$ cat src/rtl/seletor_codigo.sv
// rtl/seletor_codigo.sv - debounced up/down/load code selector with auto-repeat
//
// Produces the registered 5-bit code {A,B,C,D,E} (A = MSB) for the LED decoder.
// Ports:
//   clk, rst_n                 clock, synchronous active-low reset
//   btn_up, btn_down, btn_load asynchronous active-high pushbuttons
//   sw[4:0]                    slide switches, loaded on an accepted load press
//   A..E                       registered code, A = bit 4, E = bit 0
//   changed                    one-cycle pulse after the code register changes
module seletor_codigo #(
  parameter int DEB_CYCLES   = 4,
  parameter int REPEAT_DELAY = 20,
  parameter int REPEAT_RATE  = 8,
  parameter int CODE_MAX     = 31
) (
  input  logic       clk,
  input  logic       rst_n,
  input  logic       btn_up,
  input  logic       btn_down,
  input  logic       btn_load,
  input  logic [4:0] sw,
  output logic       A,
  output logic       B,
  output logic       C,
  output logic       D,
  output logic       E,
  output logic       changed
);

  localparam int CW   = (DEB_CYCLES > 1) ? $clog2(DEB_CYCLES) : 1;
  localparam int TMAX = (REPEAT_DELAY > REPEAT_RATE) ? REPEAT_DELAY : REPEAT_RATE;
  localparam int TW   = $clog2(TMAX + 1);
  localparam logic [4:0] CMAX = 5'(CODE_MAX);

  typedef enum logic [1:0] {IDLE, HOLD, RPT} state_t;

  // Button index: 0 = up, 1 = down, 2 = load.
  logic [2:0]         meta_q, sync_q, deb_q, deb_d, deb_prev_q;
  logic [2:0][CW-1:0] cnt_q, cnt_d;
  logic [4:0]         sw_meta_q, sw_q;
  logic [4:0]         code_q, code_d;
  logic               changed_q;
  logic [TW-1:0]      timer_q, timer_d;
  logic               dir_q, dir_d;     // 1 = down button owns the repeat
  state_t             state_q, state_d;

  // Debounce: counter runs only while the synchronised level disagrees with
  // the accepted level; the level flips on the DEB_CYCLES-th disagreeing sample.
  always_comb begin
    for (int i = 0; i < 3; i++) begin
      deb_d[i] = deb_q[i];
      cnt_d[i] = '0;
      if (sync_q[i] != deb_q[i]) begin
        if (cnt_q[i] == CW'(DEB_CYCLES - 1)) deb_d[i] = sync_q[i];
        else                                  cnt_d[i] = cnt_q[i] + CW'(1);
      end
    end
  end

  logic [2:0] rise;
  logic up_lvl, dn_lvl, up_rise, dn_rise, ld_rise;
  logic start_up, start_dn, held_lvl, opp_lvl, abort, timer_done;
  logic do_step, step_dn;

  assign rise       = deb_q & ~deb_prev_q;
  assign up_lvl     = deb_q[0];
  assign dn_lvl     = deb_q[1];
  assign up_rise    = rise[0];
  assign dn_rise    = rise[1];
  assign ld_rise    = rise[2];
  // A new press only starts a repeat when the opposite button is released.
  assign start_up   = up_rise & ~dn_lvl & ~ld_rise;
  assign start_dn   = dn_rise & ~up_lvl & ~ld_rise;
  assign held_lvl   = dir_q ? dn_lvl : up_lvl;
  assign opp_lvl    = dir_q ? up_lvl : dn_lvl;
  assign abort      = ld_rise | ~held_lvl | opp_lvl;
  assign timer_done = (timer_q == TW'(1));

  // FSM: state register
  always_ff @(posedge clk) begin
    if (!rst_n) state_q <= IDLE;
    else        state_q <= state_d;
  end

  // FSM: next state
  always_comb begin
    state_d = state_q;
    case (state_q)
      IDLE:      if (start_up || start_dn) state_d = HOLD;
      HOLD, RPT: if (abort)                state_d = IDLE;
                 else if (timer_done)      state_d = RPT;
      default:   state_d = IDLE;
    endcase
  end

  // FSM: outputs (step request, repeat timer, owning direction)
  always_comb begin
    do_step = 1'b0;
    step_dn = dir_q;
    timer_d = timer_q;
    dir_d   = dir_q;
    case (state_q)
      IDLE: begin
        if (start_up || start_dn) begin
          do_step = 1'b1;
          step_dn = start_dn;
          dir_d   = start_dn;
          timer_d = TW'(REPEAT_DELAY);
        end
      end
      HOLD, RPT: begin
        if (!abort) begin
          if (timer_done) begin
            do_step = 1'b1;
            timer_d = TW'(REPEAT_RATE);
          end else begin
            timer_d = timer_q - TW'(1);
          end
        end
      end
      default: ;
    endcase
  end

  // Code datapath: load has priority over stepping.
  always_comb begin
    code_d = code_q;
    if (ld_rise) begin
      code_d = (sw_q > CMAX) ? CMAX : sw_q;
    end else if (do_step) begin
      if (step_dn) code_d = (code_q == 5'd0) ? CMAX  : code_q - 5'd1;
      else         code_d = (code_q == CMAX) ? 5'd0  : code_q + 5'd1;
    end
  end

  always_ff @(posedge clk) begin
    if (!rst_n) begin
      meta_q     <= '0;
      sync_q     <= '0;
      deb_q      <= '0;
      deb_prev_q <= '0;
      cnt_q      <= '0;
      sw_meta_q  <= '0;
      sw_q       <= '0;
      code_q     <= '0;
      changed_q  <= 1'b0;
      timer_q    <= '0;
      dir_q      <= 1'b0;
    end else begin
      meta_q     <= {btn_load, btn_down, btn_up};
      sync_q     <= meta_q;
      deb_q      <= deb_d;
      deb_prev_q <= deb_q;
      cnt_q      <= cnt_d;
      sw_meta_q  <= sw;
      sw_q       <= sw_meta_q;
      code_q     <= code_d;
      changed_q  <= (code_d != code_q);
      timer_q    <= timer_d;
      dir_q      <= dir_d;
    end
  end

  assign {A, B, C, D, E} = code_q;
  assign changed         = changed_q;

endmodule

$ cat config.mk
export PLATFORM = sky130hd
export DESIGN_NAME = seletor_codigo
export DESIGN_NICKNAME = d
export VERILOG_FILES = /design/src/rtl/seletor_codigo.sv
export SDC_FILE = /design/constraint.sdc
export NUM_CORES = 1
export LEC_CHECK = 0
export ABC_AREA = 1
export BUFFER_PORTS_ARGS = -buffer_cell sky130_fd_sc_hd__buf_2
export CORE_MARGIN = 2
export CORE_UTILIZATION = 35
export DETAILED_ROUTE_END_ITERATION = 8
export GPL_TIMING_DRIVEN = 0
export MAX_ROUTING_LAYER = met4
export PLACE_DENSITY = 0.56
export SKIP_CTS_REPAIR_TIMING = 1
export SLEW_MARGIN = 20
export SYNTH_ARGS = -nofsm -noshare
export SYNTH_HDL_FRONTEND = slang
export SYNTH_SLANG_ARGS = --single-unit
$ cat constraint.sdc
create_clock -name clk -period 1.8 [get_ports clk]
set_input_delay 0.09 -clock clk [delete_from_list [all_inputs] [get_ports clk]]
set_output_delay 0.09 -clock clk [all_outputs]
set_load 0.005 [all_outputs]
After elaboration in Yosys (flattened, before gate mapping)
Index checks and enable logic that the tools add are counted.

cells by class
  add/sub/neg operators = 6
  $lt $le $gt $ge = 1
  eq/ne operators = 14
  mux-type cells = 22
  bitwise gates (word level) = 16
  reductions and logical operators = 13

operators with widths
  kind                                                   number
  2-to-1 mux 5 bit                                       9
  case mux 5 bit (2 select lines)                        1
  subtractor 5 x 1 -> 5 bit (second input constant)      2
  OR reduction 3 bit                                     3
  == test 2 bit (second input constant)                  4
  NOT 1 bit                                              8
  AND reduction 2 bit                                    4
  2-to-1 mux 1 bit                                       7
  adder 2 x 1 -> 2 bit (second input constant)           3
  2-to-1 mux 2 bit                                       3
  adder 5 x 1 -> 5 bit (second input constant)           1
  == test 5 x 1 -> 1 bit (second input constant)         1
  == test 5 bit (second input constant)                  1
  greater-than comparator 5 bit (second input constant)  1
  zero test 5 bit                                        1
  != test 5 bit                                          1
  AND 1 bit                                              4
  != test 2 bit (second input constant)                  2
  case mux 2 bit (2 select lines)                        1
  AND 3 bit                                              1
  != test 1 bit                                          3
  != test 3 bit (second input constant)                  1
  NOT 3 bit                                              1
  AND reduction 3 bit                                    1
  other kinds (7)                                        8

storage, ports and cells
  bits in registers = 42
  input bits = 10
  word-level logic and storage cells = 88

Logic depth before layout (Yosys ltp)
  depth in word-level cells = 11
  depth in mapped cells = 15

Least setup slack after synthesis
Ideal clock, no wire load.

  path kind = flip-flop to flip-flop
  start = register state_q[1]
  end = register changed_q, in the netlist changed
  setup time = 115 ps
  arrival time = 1743 ps
  required time = 1685 ps
  setup slack = -58 ps
  stages on the path, launching flop included = 16
  path buffers = 0
  period minus slack after synthesis = 1858 ps
  path through = dfxtp_1 > inv_1 > ha_1 > clkinv_1 > nor2_2 > nand3_2 > nand2_2 > nand2_4 > clkinv_2 > nand3_2 > nand2_1 > nand2_1 > nand2_1 > nand3_1 > nor2_2 > a21oi_2

between the ends
  longest elaborated chain between the ends = 6
  elaborated cells on any way between the ends = 10
  those cells by class = 3 x eq/ne; 5 x mux; 2 x reduce/logical

RTL lines
  item                                                                 line      text
  from (decl)                                                          45        state_t state_q, state_d;
  from (signal assigned)                                               82        else state_q <= state_d;
  == test 2 x 1 -> 1 bit, or another cell as far along                 102       case (state_q)
  OR reduction 2 bit or 2-to-1 mux 1 bit (tied branches)               102
  case mux 1 bit (2 select lines) or 2-to-1 mux 5 bit (tied branches)  102, 131
  2-to-1 mux 5 bit (*)                                                 130       end else if (do_step) begin
  2-to-1 mux 5 bit (*)                                                 128       if (ld_rise) begin
  != test 5 bit (*)                                                    158       changed_q <= (code_d != code_q);
  to (signal assigned)                                                 158
  to (decl)                                                            42        logic changed_q;

Mark *: on every way between the ends. The rest lies on a longest branch, timed or not.
A chain may end at the register's enable or synchronous reset.

Final worst setup path
Ends and elaborated chain as after synthesis.

==> flow_summary_export.csv <==
group,metric,value,unit
run_status,status,"finished clean",
layout,diodes,0,
clock_tree,cts.reportedPaths.clkPinSlew,90,ps
synth,synth_xor_area_share,1.28,%
synth,synth_cells,276,
worst_setup_path,crit_chain,"inv_2 > ha_4 > inv_6 > nor2_4 > nand3_2 > nand2_2 > nand2_4 > inv_4 > nand2_2 > nand2_2 > nand2_1 > nand2_1 > nand3_2 > nor2_2 > a21oi_2",
synth,synth_top_family_by_area,"simple AND/OR/NAND/NOR gates",
floorplanning,die_h,80.5,um
global_route,grt_pass1_wl,6300,um
worst_setup_path,critPathMostFrequentCell,"nand2_2",
floorplanning,start_util,36.7,%
power,peakVddDrop,559,uV
synth,syn_nets,297,
drt,drt_iter0_markers,58,
placed_design,pre_cts_slack,-191,ps
placed_design,io_buffers,14,
drt,wl,3780,um
clock_tree,cts_buffer_depth,2,
synth,yosys_warnings,0,
worst_setup_path,cpLargestDelayFamily,"simple AND/OR/NAND/NOR gates",
synth,synthAdderAreaFrac,6.73,%
synth,synth-simple-area-share,28.3,%
worst_setup_path,crit_type,"reg -> reg",
worst_setup_path,end_kind,"register",
timing,slew_headroom,70.4,%
clock_tree,cts_tree,"yes",
global_route,globalRouteOverflowTotal,0,
worst_setup_path,max_stage_delay,360,ps
floorplanning,core_area,5570,sq um
power,power-per-cell-area,806,nW/um^2
layout,areaGrowthSynthToFinish,25.8,%
synth,synth_seq_cells,42,
clock_tree,cts_inserted_buffers,5,
timing,slew_violations,0,
layout,mostFrequentLayoutCells,"55 x nand2_1, 40 x inv_1, 35 x dfxtp_1, 19 x a21oi_1, 15 x nor2_1",
timing,tightest_slew,443,ps
worst_setup_path,startpoint_type,"register",
timing,finalCriticalPeriod,1780,ps
layout,mostFrequentLayoutCell,"nand2_1",
worst_setup_path,crit_required,2000,ps
timing,skew,9.66,ps
global_route,grt.total_usage,12.8,%
timing,fin_ws,16.4,ps
synth,syn_area,2050,sq um
job,maxCapViolations,0,
synth,synth-compound-area-share,11.0,%
global_route,grt_pass1_vias,1482,
power,power_leakage,1.24,nW
layout,final_util,46.2,%
floorplanning,die_x,80.5,um
timing,rsz0062_at_grt,"yes",
layout,drive_above_1_share,29.4,%
worst_setup_path,crit_buf_inv,3,
drt,wl_met1,1920,um
clock_tree,cts.sinks,42,
timing,post-route-period-util,99.1,%
timing,fmax,0.561,GHz
global_route,antenna_found_initial,0,
synth,synth-seq-area-share,41.1,%
synth,syn_area_per_cell,7.41,sq um
timing,hold_viol_final,0,
drt,drc_errors,0,
drt,vias,1665,
placed_design,gp_congestion,0.781,
worst_setup_path,critical_path_arrival,1980,ps
drt,first_pass_iters,6,
worst_setup_path,critPathSlowestCell,"dfxtp_2",
hold_path,hp-class,"in -> reg",
drt,wl_met3,76,um
floorplanning,dieArea,6470,sq um
drt,wl_met2,1730,um
drt,antenna_left,0,
floorplanning,core.rowCount,27,
drt,routed.top_layer,"met4",
placed_design,hpwl,2660,um
clock_tree,h-tree-depth,2,
synth,synthMuxAreaShare,0,%
clock_tree,insertion_delay,290,ps
drt,routedWlPerCell,9.90,um
floorplanning,io_pins,16,
clock_tree,cts-root-buf,"clkbuf_8",
global_route,grt_max_degree,15,
timing,setup_viol,0,
drt,viasPerCell,4.36,
synth,yosysUniqueCellTypes,33,
layout,nets,330,
worst_setup_path,cp_max_fo,7,
timing,tns,0,ps
## per-stage QoR
| stage | hold WS (ps) | area [sq um] | std cells | power, W |
|---|---|---|---|---|
| 2_1_floorplan | 188 | 2050 | 276 | 0.00112 |
| 3_3_place_gp | 269 | 2210 | 362 | 0.00115 |
| 3_5_place_dp | 274 | 2210 | 362 | 0.00116 |
| 4_1_cts | -35.3 | 2340 | 370 | 0.00206 |
| 5_1_grt | 242 | 2570 | 382 | 0.00218 |
| 6_report | 193 | 2570 | 382 | 0.00207 |
## sequential cells by signal, indices dropped and copies added (netlist names), 2 cells and up
name and count:
cnt_q 6, code_q 5, deb_prev_q 3, deb_q 3, meta_q 3, state_q 2
sw_meta_q 5, sw_q 5, sync_q 3, timer_q 5
## final timing paths
path	startpoint	end	slack, ps	depth (start not counted)
max	state_q[1]	changed	20	15
min	rst_n	timer_q[1]	190	3
max reg2reg	state_q[1]	changed	20	15
min reg2reg	sw_meta_q[0]	sw_q[0]	410	2
## report_power, final
group          switching (W)  total, W  internal [W]
Clock               0.000337  0.000893      0.000556
Sequential         0.0000178  0.000978      0.000960
Combinational       0.000112  0.000203     0.0000911
## kinds of logic after synthesis
| family | Yosys count |
|---|---|
| DFF | 42 |
| buffers and inverters | 57 |
| adders and majority gates | 11 |
| AOI/OAI and AO/OA | 40 |
| xor gates and xnor gates | 3 |
| and+or+nand+nor | 123 |
## worst reg2reg max path: cells and delay by family, from the launching register on
family          cells  cell delay [ps]
compound gates      1               60
simple gates       10              810
fa+ha+maj           1              280
buf+inv             3              200
flops               1              360
## routing by layer
layer,track usage [%],up-vias
met5,-,-
met4,5.25,0
met3,3.15,4
met2,21.3,17
met1,14.7,714
li1,-,930
## cell type report
class,instances,area [sq um]
flip-flops and latches,42,855
inverters,52,208
clock buffers,5,68.8
multi-input cells,177,1070
clock inverters,3,68.8
fillers,562,3000
plain buffers,5,36.3
well taps,72,90.1
repair buffers,26,180
## synthesized netlist by cell type
cell type	count	share of area, %
a211oi_1	2	0.73
a21oi_1	20	4.9
a21oi_2	1	0.43
a221oi_1	1	0.43
a31oi_1	1	0.31
buf_6	1	0.55
clkbuf_1	3	0.55
clkbuf_8	1	0.67
clkinv_1	1	0.18
clkinv_2	1	0.24
clkinv_4	1	0.43
dfxtp_1	42	41
ha_1	11	6.7
inv_1	43	7.9
inv_2	6	1.1
nand2_1	66	12
nand2_2	3	0.92
nand2_4	3	1.7
nand3_1	13	3.2
nand3_2	4	2.0
nand4_1	3	0.92
nand4_2	1	0.61
nor2_1	18	3.3
nor2_2	6	1.8
nor3_1	1	0.24
nor4_1	1	0.31
o211ai_1	3	1.1
o21a_1	1	0.37
o21ai_0	8	2.0
o21ai_1	2	0.49
o22ai_1	1	0.31
or2_2	4	1.2
xor2_1	3	1.3
No activity file was read; power rests on OpenSTA's default activity.
